===== src/rtl/reg_ctx_mover_if.sv =====
// Handshake and bus bundle for the register-context save/restore engine.
// The master modport is the engine; the slave modport is the register file/memory side.
interface reg_ctx_mover_if;
    logic        start;
    logic        dir;
    logic [15:0] mem_base;
    logic        busy;
    logic        done;
    logic [3:0]  reg_rd_addr;
    logic [15:0] reg_rd_data;
    logic [3:0]  reg_wr_addr;
    logic [15:0] reg_wr_data;
    logic        reg_wr_en;
    logic        mem_req;
    logic        mem_we;
    logic [15:0] mem_addr;
    logic [15:0] mem_wdata;
    logic        mem_ack;
    logic [15:0] mem_rdata;

    modport master (
        input  start, dir, mem_base, reg_rd_data, mem_ack, mem_rdata,
        output busy, done, reg_rd_addr, reg_wr_addr, reg_wr_data, reg_wr_en,
        output mem_req, mem_we, mem_addr, mem_wdata
    );

    modport slave (
        output start, dir, mem_base, reg_rd_data, mem_ack, mem_rdata,
        input  busy, done, reg_rd_addr, reg_wr_addr, reg_wr_data, reg_wr_en,
        input  mem_req, mem_we, mem_addr, mem_wdata
    );
endinterface


===== src/rtl/reg_ctx_mover.sv =====
// Copies registers 0..NREGS-1 to memory (save) or from memory (restore).
// Every output is a flop computed from next-state, so buses stay stable through ack waits.
module reg_ctx_mover #(
    parameter int unsigned NREGS = 8
) (
    input  logic             clk_i,
    input  logic             rst_ni,
    reg_ctx_mover_if.master  bus_io
);

    localparam logic [3:0] LastIdx = 4'(NREGS - 1);

    typedef enum logic [2:0] {
        StIdle, StSaveRd, StSaveReq, StLoadReq, StLoadWb, StDone
    } state_e;

    state_e      state_q, state_d;
    logic [15:0] base_q, base_d;
    logic [3:0]  idx_q, idx_d;
    logic [15:0] data_q, data_d;

    logic        busy_q, busy_d;
    logic        done_q, done_d;
    logic        mem_req_q, mem_req_d;
    logic        mem_we_q, mem_we_d;
    logic [15:0] mem_addr_q, mem_addr_d;
    logic [15:0] mem_wdata_q, mem_wdata_d;
    logic [3:0]  reg_rd_addr_q, reg_rd_addr_d;
    logic        reg_wr_en_q, reg_wr_en_d;
    logic [3:0]  reg_wr_addr_q, reg_wr_addr_d;
    logic [15:0] reg_wr_data_q, reg_wr_data_d;

    always_comb begin
        state_d = state_q;
        base_d  = base_q;
        idx_d   = idx_q;
        data_d  = data_q;

        unique case (state_q)
            StIdle, StDone: begin
                state_d = StIdle;
                if (bus_io.start) begin
                    base_d  = bus_io.mem_base;
                    idx_d   = 4'd0;
                    state_d = bus_io.dir ? StLoadReq : StSaveRd;
                end
            end
            StSaveRd: begin
                data_d  = bus_io.reg_rd_data;
                state_d = StSaveReq;
            end
            StSaveReq: begin
                if (bus_io.mem_ack) begin
                    if (idx_q == LastIdx) begin
                        state_d = StDone;
                    end else begin
                        idx_d   = idx_q + 4'd1;
                        state_d = StSaveRd;
                    end
                end
            end
            StLoadReq: begin
                if (bus_io.mem_ack) begin
                    data_d  = bus_io.mem_rdata;
                    state_d = StLoadWb;
                end
            end
            StLoadWb: begin
                if (idx_q == LastIdx) begin
                    state_d = StDone;
                end else begin
                    idx_d   = idx_q + 4'd1;
                    state_d = StLoadReq;
                end
            end
            default: state_d = StIdle;
        endcase
    end

    // Output image of the state being entered; registered below.
    always_comb begin
        busy_d        = 1'b0;
        done_d        = 1'b0;
        mem_req_d     = 1'b0;
        mem_we_d      = 1'b0;
        mem_addr_d    = 16'h0000;
        mem_wdata_d   = 16'h0000;
        reg_rd_addr_d = 4'h0;
        reg_wr_en_d   = 1'b0;
        reg_wr_addr_d = 4'h0;
        reg_wr_data_d = 16'h0000;

        unique case (state_d)
            StSaveRd: begin
                busy_d        = 1'b1;
                reg_rd_addr_d = idx_d;
            end
            StSaveReq: begin
                busy_d      = 1'b1;
                mem_req_d   = 1'b1;
                mem_we_d    = 1'b1;
                mem_addr_d  = base_d + {12'h000, idx_d};
                mem_wdata_d = data_d;
            end
            StLoadReq: begin
                busy_d     = 1'b1;
                mem_req_d  = 1'b1;
                mem_addr_d = base_d + {12'h000, idx_d};
            end
            StLoadWb: begin
                busy_d        = 1'b1;
                reg_wr_en_d   = 1'b1;
                reg_wr_addr_d = idx_d;
                reg_wr_data_d = data_d;
            end
            StDone:  done_d = 1'b1;
            default: ;
        endcase
    end

    always_ff @(posedge clk_i or negedge rst_ni) begin
        if (!rst_ni) begin
            state_q       <= StIdle;
            base_q        <= 16'h0000;
            idx_q         <= 4'h0;
            data_q        <= 16'h0000;
            busy_q        <= 1'b0;
            done_q        <= 1'b0;
            mem_req_q     <= 1'b0;
            mem_we_q      <= 1'b0;
            mem_addr_q    <= 16'h0000;
            mem_wdata_q   <= 16'h0000;
            reg_rd_addr_q <= 4'h0;
            reg_wr_en_q   <= 1'b0;
            reg_wr_addr_q <= 4'h0;
            reg_wr_data_q <= 16'h0000;
        end else begin
            state_q       <= state_d;
            base_q        <= base_d;
            idx_q         <= idx_d;
            data_q        <= data_d;
            busy_q        <= busy_d;
            done_q        <= done_d;
            mem_req_q     <= mem_req_d;
            mem_we_q      <= mem_we_d;
            mem_addr_q    <= mem_addr_d;
            mem_wdata_q   <= mem_wdata_d;
            reg_rd_addr_q <= reg_rd_addr_d;
            reg_wr_en_q   <= reg_wr_en_d;
            reg_wr_addr_q <= reg_wr_addr_d;
            reg_wr_data_q <= reg_wr_data_d;
        end
    end

    assign bus_io.busy        = busy_q;
    assign bus_io.done        = done_q;
    assign bus_io.mem_req     = mem_req_q;
    assign bus_io.mem_we      = mem_we_q;
    assign bus_io.mem_addr    = mem_addr_q;
    assign bus_io.mem_wdata   = mem_wdata_q;
    assign bus_io.reg_rd_addr = reg_rd_addr_q;
    assign bus_io.reg_wr_en   = reg_wr_en_q;
    assign bus_io.reg_wr_addr = reg_wr_addr_q;
    assign bus_io.reg_wr_data = reg_wr_data_q;

endmodule


===== src/flat_wrapper.sv =====
// flat-port wrapper written by rule: the top's interface ports become plain ports
module reg_ctx_mover_flat 
#(
    parameter int unsigned NREGS = 8
)
  (clk_i, rst_ni, bus_io_start, bus_io_dir, bus_io_mem_base, bus_io_reg_rd_data, bus_io_mem_ack, bus_io_mem_rdata, bus_io_busy, bus_io_done, bus_io_reg_rd_addr, bus_io_reg_wr_addr, bus_io_reg_wr_data, bus_io_reg_wr_en, bus_io_mem_req, bus_io_mem_we, bus_io_mem_addr, bus_io_mem_wdata);
  reg_ctx_mover_if bus_io_i ();
  input  logic clk_i;
  input  logic rst_ni;
  input wire logic [$bits(bus_io_i.start)-1:0] bus_io_start;
  input wire logic [$bits(bus_io_i.dir)-1:0] bus_io_dir;
  input wire logic [$bits(bus_io_i.mem_base)-1:0] bus_io_mem_base;
  input wire logic [$bits(bus_io_i.reg_rd_data)-1:0] bus_io_reg_rd_data;
  input wire logic [$bits(bus_io_i.mem_ack)-1:0] bus_io_mem_ack;
  input wire logic [$bits(bus_io_i.mem_rdata)-1:0] bus_io_mem_rdata;
  output wire logic [$bits(bus_io_i.busy)-1:0] bus_io_busy;
  output wire logic [$bits(bus_io_i.done)-1:0] bus_io_done;
  output wire logic [$bits(bus_io_i.reg_rd_addr)-1:0] bus_io_reg_rd_addr;
  output wire logic [$bits(bus_io_i.reg_wr_addr)-1:0] bus_io_reg_wr_addr;
  output wire logic [$bits(bus_io_i.reg_wr_data)-1:0] bus_io_reg_wr_data;
  output wire logic [$bits(bus_io_i.reg_wr_en)-1:0] bus_io_reg_wr_en;
  output wire logic [$bits(bus_io_i.mem_req)-1:0] bus_io_mem_req;
  output wire logic [$bits(bus_io_i.mem_we)-1:0] bus_io_mem_we;
  output wire logic [$bits(bus_io_i.mem_addr)-1:0] bus_io_mem_addr;
  output wire logic [$bits(bus_io_i.mem_wdata)-1:0] bus_io_mem_wdata;
  assign bus_io_i.start = bus_io_start;
  assign bus_io_i.dir = bus_io_dir;
  assign bus_io_i.mem_base = bus_io_mem_base;
  assign bus_io_i.reg_rd_data = bus_io_reg_rd_data;
  assign bus_io_i.mem_ack = bus_io_mem_ack;
  assign bus_io_i.mem_rdata = bus_io_mem_rdata;
  assign bus_io_busy = bus_io_i.busy;
  assign bus_io_done = bus_io_i.done;
  assign bus_io_reg_rd_addr = bus_io_i.reg_rd_addr;
  assign bus_io_reg_wr_addr = bus_io_i.reg_wr_addr;
  assign bus_io_reg_wr_data = bus_io_i.reg_wr_data;
  assign bus_io_reg_wr_en = bus_io_i.reg_wr_en;
  assign bus_io_mem_req = bus_io_i.mem_req;
  assign bus_io_mem_we = bus_io_i.mem_we;
  assign bus_io_mem_addr = bus_io_i.mem_addr;
  assign bus_io_mem_wdata = bus_io_i.mem_wdata;
  reg_ctx_mover #(.NREGS(NREGS)) u_core (.clk_i(clk_i), .rst_ni(rst_ni), .bus_io(bus_io_i));
endmodule

===== config.mk =====
export PLATFORM = sky130hd
export DESIGN_NAME = reg_ctx_mover_flat
export DESIGN_NICKNAME = d
export VERILOG_FILES = /design/src/rtl/reg_ctx_mover_if.sv /design/src/rtl/reg_ctx_mover.sv /design/src/flat_wrapper.sv
export SDC_FILE = /design/constraint.sdc
export NUM_CORES = 1
export LEC_CHECK = 0
export BUFFER_PORTS_ARGS = -buffer_cell sky130_fd_sc_hd__buf_2
export CAP_MARGIN = 0
export CORE_MARGIN = 10
export CORE_UTILIZATION = 45
export DETAILED_ROUTE_END_ITERATION = 10
export GPL_TIMING_DRIVEN = 0
export PLACE_DENSITY = 0.73
export SYNTH_ARGS = -nofsm -noshare
export SYNTH_HDL_FRONTEND = slang
export SYNTH_SLANG_ARGS = --single-unit

===== constraint.sdc =====
create_clock -name clk_i -period 9.1 [get_ports clk_i]
set_clock_uncertainty 0.1 [all_clocks]
set_input_delay 1.82 -clock clk_i [delete_from_list [all_inputs] [get_ports clk_i]]
set_output_delay 1.82 -clock clk_i [all_outputs]
set_load 0.005 [all_outputs]

==> results.py <==
metrics = {
    "global_route": {
        "grt-busiest-layer": "met2",
        "grt_pass1_wl_um": 17100,
        "first_global_vias": 3389,
        "antenna_found_initial": 1,
        "grt_util_all_layers": 0.158,
        "grt_use_met3": 0.0406,
        "use_met1": 0.200,
        "grt_max_degree": 53,
        "gr-total-overflow": 0,
        "grt_util_met2": 0.258,
    },
    "pwr": {
        "power.density_nw_per_um2": 313,
        "ir_drop_mv": 0.195,
        "p_leak_uw": 0.00262,
    },
    "place": {
        "dp_cells": 588,
        "dpl-instance-area_um2": 4930,
        "gp_congestion": 0.845,
        "numPortBuffers": 113,
        "place_ws_ns": 3.78,
        "hpwl_um": 7910,
    },
    "min_path": {
        "hold_depth": 1,
        "hold_path.class": "register to register",
    },
    "synthesis": {
        "synth_top_area_frac": 0.596,
        "mappedNetlistArea_um2": 4200,
        "syn-num-nets": 422,
        "syn_area_per_cell_um2": 11.6,
        "syn_inst": 363,
        "synth_cell_types": 46,
        "synth_area_leaders": "dfrtp_1 (60%), and2_1 (4.8%), mux2_2 (3.5%)",
        "synth_top_area_cell": "dfrtp_1",
        "ys_seq_area_frac": 0.596,
        "yosys_register_bits": 100,
        "yosysWarningCount": 0,
    },
    "floorplanning": {
        "die_w_um": 117,
        "io_pins": 114,
        "die_h_um": 117,
        "initial_core_util": 0.459,
        "rows": 35,
        "dieArea_um2": 13600,
        "core_um2": 9150,
    },
    "clock_network": {
        "numCtsBuffers": 9,
        "clk_latency_ns": 0.36,
        "root_buffer": "clkbuf_8",
        "post-cts-setup-buffer-count": 0,
        "cts_tree": "yes",
        "cts_hold_buf": 0,
        "clk_path_buf_depth": 2,
        "cts.clk_slew.worst_paths_ns": 0.09,
        "cts_htree_levels": 3,
        "cts_sinks": 100,
        "cts_resized": 0,
    },
    "timing": {
        "slew_viol_final": 0,
        "rsz0062_at_grt": "false",
        "finalSetupViolCount": 0,
        "fin_ws_ns": 4.17,
        "worst_slew_pin_slew_ns": 0.731,
        "holdWs_ns": 0.413,
        "fin_crit_ns": 4.93,
        "setup_tns_ns": 0,
        "hold_violations": 0,
        "max_freq_ghz": 0.203,
        "finalCritPeriodShare": 0.542,
        "slew_headroom": 0.513,
    },
    "layout": {
        "fin_cells": 605,
        "final_common_cell": "buf_2",
        "fillers": 794,
        "most-common-layout-cells": "buf_2 (114), dfrtp_1 (100), and2_1 (32), a21oi_1 (23), nor2_1 (19)",
        "final_nets": 547,
        "drive_above_1_share": 0.298,
        "seq_area_um2": 2500,
        "area_growth_pct": 22.2,
        "stdcell_area_um2": 5130,
        "multiInputGateArea_um2": 1580,
    },
    "detailed_routing": {
        "firstDrtPassIters": 4,
        "final_antenna_net_count": 0,
        "initialDrtViolationCount": 139,
        "route.detailed.drc": 0,
        "wirelength_um": 10600,
        "vias": 3226,
        "via_per_inst": 5.33,
        "avgRoutedWirePerCell_um": 17.5,
    },
    "job": {
        "maxCapViolations": 0,
    },
    "worst_setup_path": {
        "cp.required_ns": 9.25,
        "cp_top_family": "compound AO/OA/AOI/OAI gates",
        "cp_common_cell": "a21oi_1",
        "cp_max_fo": 10,
        "path_buf_inv": 3,
        "cp_slowest_cell": "a21oi_1",
        "cp_num_cells": 13,
        "critical_path.max_stage_delay_ns": 0.47,
        "cp-start-kind": "primary input",
        "rr_worst_depth": 12,
        "arrival_ns": 5.08,
        "cp-end-kind": "register",
        "crit_type": "primary input to register",
        "crit_chain": "buf_2 -> buf_1 -> nand3b_1 -> nor2_1 -> o22ai_1 -> a21oi_1 -> inv_1 -> ha_1 -> fa_1 -> a21o_1 -> a21oi_1 -> o21ai_0 -> a211oi_1",
    },
    "status": {
        "status": "completed",
    },
}
-- through the flow --
step | utilization | total power, uW
after global placement | 0.536 | 1310
final | 0.561 | 1610
after CTS | 0.560 | 1620
after floorplan | - | 1100
after detailed placement | 0.539 | 1340
after global routing | 0.560 | 1740
-- worst paths after layout --
path | from | to | slack [ns]
min | u_core.base_q[0] | u_core.base_q[0] | 0.41
max reg2reg | u_core.state_q[2] | u_core.bus_io.mem_addr[6] | 5.27
max | bus_io_mem_ack | u_core.bus_io.mem_addr[6] | 4.17
min in group asynchronous | rst_ni | u_core.bus_io.mem_we | 1.38
max in group asynchronous | rst_ni | u_core.state_q[0] | 6.83
min reg2reg | u_core.base_q[0] | u_core.base_q[0] | 0.41
-- report_power, final --
part | internal (uW) | total, uW | switching [uW]
sequential | 598 | 663 | 65.6
clock | 128 | 278 | 149
combinational | 277 | 665 | 388
-- synth_stat cells (all sizes together) --
cell type and n:
dfrtp 100, and2 32, a21oi 23, nor2 20, o21ai 16, inv 14
mux2 14, nand2 14, nand3 10, nand3b 10, o22ai 10, clkbuf 9
nand2b 9, a221o 7, a21o 5, buf 5, ha 5, mux2i 5
and3 4, nand4 4, or4 4, xnor2 4, xor2 4, a211oi 3
a31oi 3, nor2b 3, nor3b 3, o31ai 3, or3 3, a221oi 2
a32oi 2, o211ai 2, o21bai 2, o221ai 2, a22oi 1, a311oi 1
and3b 1, fa 1, nand4b 1, nor3 1, o2111ai 1
-- flip-flops by register name (all words and copies together) (netlist names) --
| signal | flops |
|---|---|
| u_core.base_q | 16 |
| u_core.bus_io.mem_addr | 16 |
| u_core.bus_io.mem_wdata | 16 |
| u_core.bus_io.reg_wr_data | 16 |
| u_core.data_q | 16 |
| u_core.bus_io.reg_rd_addr | 4 |
| u_core.bus_io.reg_wr_addr | 4 |
| u_core.idx_q | 4 |
| u_core.state_q | 3 |
| u_core.bus_io.busy | 1 |
| u_core.bus_io.done | 1 |
| u_core.bus_io.mem_req | 1 |
| u_core.bus_io.mem_we | 1 |
| u_core.bus_io.reg_wr_en | 1 |
-- logic make-up (layout without fill, tap and decap cells) --
family	after synthesis	in the layout	share of synthesized area
AO/OA/AOI/OAI	83	83	0.128
XOR/XNOR	8	8	0.0185
adder cells (fa/ha/maj)	6	6	0.0197
buffers and inverters	28	158	0.0274
flip-flops	100	100	0.596
multiplexers	19	19	0.0503
other	0	1	0
AND/OR/NAND/NOR	119	119	0.161
-- final cells by class --
type	count	share of cell area
sequential	100	0.488
clock inverter	5	0.0122
tap	111	0.0271
clock buffer	11	0.0256
buffer	14	0.0122
timing repair buffer	114	0.116
inverter	14	0.0102
antenna	1	0.000488
multi-input combinational	235	0.308
-- routing by layer --
layer	vias to the layer above	wire, um
met3	14	838
met4	0	138
met5	-	0
met2	104	5040
li1	1537	-
met1	1571	4590
No activity file was read; power rests on OpenSTA's default activity.
